### src/rtl/avg_window_engine.sv
// Windowed averager fed from a FIFO read port: block or sliding windows of 2^LOG2_N
// samples, optional round-half-up, ready/valid output with a one-entry skid.
module avg_window_engine #(
    parameter int WIDTH  = 8,
    parameter int LOG2_N = 2
) (
    input  logic             clk,
    input  logic             reset,
    input  logic [WIDTH-1:0] data,
    input  logic             rEmpty,
    output logic             rd_En,
    input  logic             mode,
    input  logic             round_en,
    input  logic             clr,
    output logic [WIDTH-1:0] average,
    output logic             avg_valid,
    input  logic             avg_ready
);

    localparam int N     = 1 << LOG2_N;
    localparam int SUM_W = WIDTH + LOG2_N;
    localparam logic [LOG2_N:0]  FILL_FULL = {1'b1, {LOG2_N{1'b0}}};
    localparam logic [SUM_W-1:0] ROUND_ADD = {{(SUM_W-1){1'b0}}, 1'b1} << (LOG2_N - 1);

    logic              rd_en_q, rd_en_d;
    logic              skid_valid_q, skid_valid_d;
    logic [WIDTH-1:0]  skid_q, skid_d;
    logic [SUM_W-1:0]  sum_q, sum_d;
    logic [LOG2_N:0]   fill_q, fill_d;
    logic [LOG2_N-1:0] wp_q, wp_d;
    logic [WIDTH-1:0]  ring_q [N];
    logic [WIDTH-1:0]  ring_d [N];
    logic [WIDTH-1:0]  average_q, average_d;
    logic              avg_valid_q, avg_valid_d;
    logic              mode_q, mode_d;
    logic              round_en_q, round_en_d;

    logic              stall;
    logic              proc_valid;
    logic [WIDTH-1:0]  proc_sample;
    logic [SUM_W-1:0]  sample_ext, oldest_ext, new_sum, rounded;
    logic [LOG2_N:0]   fill_next;
    logic              hit;
    logic [WIDTH-1:0]  res;

    // Only one read can be outstanding, so an empty skid always has room for it.
    always_comb begin
        stall        = avg_valid_q & ~avg_ready;
        rd_En        = ~reset & ~rEmpty & ~skid_valid_q & ~stall;
        rd_en_d      = rd_En;
        skid_valid_d = skid_valid_q;
        skid_d       = skid_q;
        if (stall && rd_en_q) begin
            skid_valid_d = 1'b1;
            skid_d       = data;
        end else if (!stall && skid_valid_q) begin
            skid_valid_d = 1'b0;
        end
        proc_valid  = ~stall & (skid_valid_q | rd_en_q);
        proc_sample = skid_valid_q ? skid_q : data;
    end

    always_comb begin
        sample_ext = {{LOG2_N{1'b0}}, proc_sample};
        oldest_ext = {{LOG2_N{1'b0}}, ring_q[wp_q]};
        new_sum    = '0;
        fill_next  = '0;
        hit        = 1'b0;
        if (mode_q) begin
            new_sum   = sum_q + sample_ext - oldest_ext;
            fill_next = (fill_q == FILL_FULL) ? FILL_FULL : fill_q + 1'b1;
            hit       = (fill_next == FILL_FULL);
        end else begin
            new_sum   = (fill_q == '0) ? sample_ext : sum_q + sample_ext;
            fill_next = fill_q + 1'b1;
            if (fill_next == FILL_FULL) begin
                hit       = 1'b1;
                fill_next = '0;
            end
        end
        rounded = new_sum + (round_en_q ? ROUND_ADD : '0);
        res     = rounded[SUM_W-1:LOG2_N];
    end

    // A sample processed in a clr cycle is consumed but contributes nothing.
    always_comb begin
        sum_d       = sum_q;
        fill_d      = fill_q;
        wp_d        = wp_q;
        ring_d      = ring_q;
        mode_d      = mode_q;
        round_en_d  = round_en_q;
        average_d   = average_q;
        avg_valid_d = avg_valid_q;
        if (clr) begin
            sum_d      = '0;
            fill_d     = '0;
            wp_d       = '0;
            ring_d     = '{default: '0};
            mode_d     = mode;
            round_en_d = round_en;
        end else if (proc_valid) begin
            sum_d  = new_sum;
            fill_d = fill_next;
            if (mode_q) begin
                ring_d[wp_q] = proc_sample;
                wp_d         = wp_q + 1'b1;
            end
        end
        if (!clr && proc_valid && hit) begin
            average_d   = res;
            avg_valid_d = 1'b1;
        end else if (avg_valid_q && avg_ready) begin
            avg_valid_d = 1'b0;
        end
    end

    always_ff @(posedge clk) begin
        if (reset) begin
            rd_en_q      <= 1'b0;
            skid_valid_q <= 1'b0;
            skid_q       <= '0;
            sum_q        <= '0;
            fill_q       <= '0;
            wp_q         <= '0;
            ring_q       <= '{default: '0};
            average_q    <= '0;
            avg_valid_q  <= 1'b0;
            mode_q       <= mode;
            round_en_q   <= round_en;
        end else begin
            rd_en_q      <= rd_en_d;
            skid_valid_q <= skid_valid_d;
            skid_q       <= skid_d;
            sum_q        <= sum_d;
            fill_q       <= fill_d;
            wp_q         <= wp_d;
            ring_q       <= ring_d;
            average_q    <= average_d;
            avg_valid_q  <= avg_valid_d;
            mode_q       <= mode_d;
            round_en_q   <= round_en_d;
        end
    end

    assign average   = average_q;
    assign avg_valid = avg_valid_q;

endmodule
### config.mk
export PLATFORM = sky130hd
export DESIGN_NAME = avg_window_engine
export DESIGN_NICKNAME = d
export VERILOG_FILES = /design/src/rtl/avg_window_engine.sv
export SDC_FILE = /design/constraint.sdc
export NUM_CORES = 1
export LEC_CHECK = 0
export CAP_MARGIN = 20
export CORE_MARGIN = 1
export CORE_UTILIZATION = 64
export DETAILED_ROUTE_END_ITERATION = 10
export PLACE_DENSITY = 0.9
export SLEW_MARGIN = 0
export SYNTH_ARGS = -nofsm -noshare
export SYNTH_HDL_FRONTEND = slang
export SYNTH_SLANG_ARGS = --single-unit
### constraint.sdc
create_clock -name clk -period 14.89 [get_ports clk]
set_input_delay 3.7225 -clock clk [delete_from_list [all_inputs] [get_ports clk]]
set_output_delay 3.7225 -clock clk [all_outputs]
set_load 0.01 [all_outputs]
==> run metrics <==
run status finished clean; WL met2 4.21 mm; slew at the pin with the worst max-slew slack 926 ps; Hold Crit Start skid_q[2]; most frequent cell on the critical path clkdlybuf4s50_1; relative slew slack 38.3%; dpl cell area 4180 sq um; initial antenna violation count 0; Post-synth EDFFs 2; Multi-input gate area 2330 sq um; warnings from Yosys 0; post-layout min period 9240 ps; total power 0.418 mW; slowest CP cell clkdlybuf4s50_1; met3 routed WL 668 um; #FFs+latches synth 68; post-synthesis simple-gate area fraction 18.6%; Crit. End Element output pin; htree depth 3; initial core utilization 66.7%; Critical R2R Capture average[7]; Int Pwr 0.296 mW; Slew Viols, Final 0; Cells after Synth 464; total number of vias 3487; Setup TNS 0 ps; wirelength, routed 9.19 mm; Net Switching 0.122 mW; post-CTS setup buffer count 0; internal reg-to-reg setup slack 9690 ps; first-pass GRT wire length 15.0 mm; Sequential Area 1380 sq um; startpoint type of the worst setup path input port; worst-skew pair later-pin latency 360 ps; register area share after synthesis 35.0%; hold buffer count at cts 0; Total Routing Usage GR 30.9%; clock tree buffer depth 2; kind of critical path input port to output pin; largest family of logic cells by synthesized area compound AO/OA/AOI/OAI gates; Worst R2R Start skid_valid_q; vias per cell 6.31; Worst Path Required 11170 ps; ANT cells 0; post-CTS resize count 0; Levels on crit path 3; final instance area 4380 sq um; chip height 80.5 um; vias in the first global route 3221; Final nets 512; part of the power in registers 45.1%; clock tree from TritonCTS done; Worst Hold Class register to register; GRT overflow 0; Setup crit end rd_En; Clk pwr share 37.3%; Netlist cell types 57; largest net degree at the start of global routing 50; Syn Nets 503; Final Hold Fails 0; Clock Sink Count 68; full die area 6480 sq um; Net Sw Frac 29.2%; Synth area leaders dfxtp_1, a211oi_1, ha_1; Mapped Area 3950 sq um; Residual DRC 0; Top Layer Used met4; worst-path cell chain clkdlybuf4s50_1, nor4_1, clkdlybuf4s50_1; M1 WL 3.99 mm; Die Wd 80.5 um; WP data arrival 5520 ps; FP Rows 28; clock buffer count from CTS 9; Max Fanout on Critical Path 21; Gate power share 17.6%; initial DRC count 355; fillers 398; dominant synthesized flop cell dfxtp_1; leading area contributor after synthesis dfxtp_1; mux cell area share after synthesis 7.36%; Leakage 1.59 nW; post-synth top area share 33.5%; critical path's top delay family buffers and inverters; VDD IR-drop max 0.0000752 V; critical path's largest stage delay 770 ps; Synth Area in Compound Gates 20.1%; Routed WL per cell 16.6 um; power density cells 95.5 nW/um^2; Critical Path Source reset; layout cell share with drive strength beyond 1 6.90%; I/O Buffers 24; RSZ-0062 raised after global routing no; Pre-antenna DRT Iters 5; # Max-Cap Violations 0; Reg clk slew, reported paths 70 ps; Tcrit/Tclk final 62.1%; Post-Synth Adder-Cell Area 8.24%; Clock Root Buffer clkbuf_8; CORE AREA 5920 sq um; antenna viol nets, final 0; worst reg2reg path depth 15; Post-Syn Area per Cell 8.50 sq um; xor-xnor portion of the synthesized cell area 4.60%; Layout Skew 5.48 ps; Max Freq 108 MHz; Final setup viols 0; dpl hpwl 6.35 mm; asr flop ratio synth 0%; Layout area overhead 10.9%; I/O Pins 25; WP buf/inv 2; GP Congestion 0.871
## layout make-up
type | count | area share [%]
clock buffer | 10 | 3.14
clock inverter | 6 | 1.43
inverter | 34 | 2.92
multi-input combinational | 335 | 53.1
sequential | 68 | 31.6
tap | 75 | 2.14
timing repair buffer | 25 | 5.66
## power groups by stage
| stage | Clock [mW] | Combinational, mW | Sequential [mW] |
|---|---|---|---|
| 2_1_floorplan | 0 | 0.0557 | 0.190 |
| 3_5_place_dp | 0 | 0.0711 | 0.193 |
| 4_1_cts | 0.156 | 0.0720 | 0.189 |
| 3_3_place_gp | 0 | 0.0689 | 0.193 |
| 6_report | 0.156 | 0.0735 | 0.189 |
| 5_1_grt | 0.165 | 0.0800 | 0.189 |
## worst min-delay path, cell delays in order, from the launching register on
cell,delay (ps)
dfxtp_1,310
nand2_1,50
a21oi_1,50
## synth_stat cells, drive strengths merged (2+ instances only)
master and count:
fa 2, dfxtp 66, clkbuf 21, o21ai 7
nor2b 4, o2111a 3, and2 2, nand2 40
a21o 2, ha 22, xnor2 12, a211oi 42
nor3 9, or3 4, nand3 15, nor3b 2
or4 2, clkinv 2, a32o 3, mux2i 11
xor2 6, buf 6, mux4 8, inv 32
nand2b 4, a31oi 4, o211ai 4, a211o 2
o31ai 2, edfxtp 2, and3 6, nor4 5
nor2 61, a21oi 36
## worst min-delay path by stage
| stage | endpoint | slack [ps] | cells after the start |
|---|---|---|---|
| 3_3_place_gp | skid_q[4] | 440 | 2 |
| 2_1_floorplan | skid_q[0] | 440 | 2 |
| 4_1_cts | skid_q[3] | 460 | 2 |
| 3_5_place_dp | average[1] | 440 | 2 |
| 6_report | skid_q[2] | 460 | 2 |
| 5_1_grt | average[1] | 480 | 2 |
## placed cells by master (no fill, tap or decap), drive strengths merged, types with 8 or more instances in the layout
cell type / Yosys / final
nor2: 61 / 61
nor3: 9 / 9
a211oi: 42 / 42
xnor2: 12 / 12
a21oi: 36 / 36
dfxtp: 66 / 66
nand2: 40 / 40
ha: 22 / 22
clkdlybuf4s50: 0 / 24
nand3: 15 / 15
clkbuf: 21 / 10
mux2i: 11 / 11
inv: 32 / 33
mux4: 8 / 8
## metal layers
metal / global-route usage, % / up-vias
li1: - / 1679
met1: 39.9 / 1615
met2: 47.8 / 164
met3: 6.48 / 29
met4: 17.1 / 0
met5: 0 / -
## metrics by stage
stage	hold WS (ps)	cells	utilization [%]	setup WS, ps
after floorplan	436	464	-	6820
after global placement	441	537	70.5	5700
after detailed placement	444	537	70.5	5690
after CTS	460	553	73.9	5630
after global routing	478	553	73.9	5520
final	459	553	73.9	5650
## sequential cells by signal (all words and copies together), names as in the netlist
signal,cells
avg_valid,1
wp_q,2
fill_q,3
sum_q,10
skid_valid_q,1
average,8
ring_q,32
round_en_q,1
skid_q,8
mode_q,1
rd_en_q,1
## cells by family (layout without fill, tap and decap cells)
kind of cell | after synthesis | count (layout)
simple gates | 157 | 157
compound gates | 115 | 115
flops | 68 | 68
buf+inv | 61 | 75
fa+ha+maj | 25 | 25
xor+xnor | 19 | 19
mux | 19 | 19
Power figures use the tool's default switching activity.
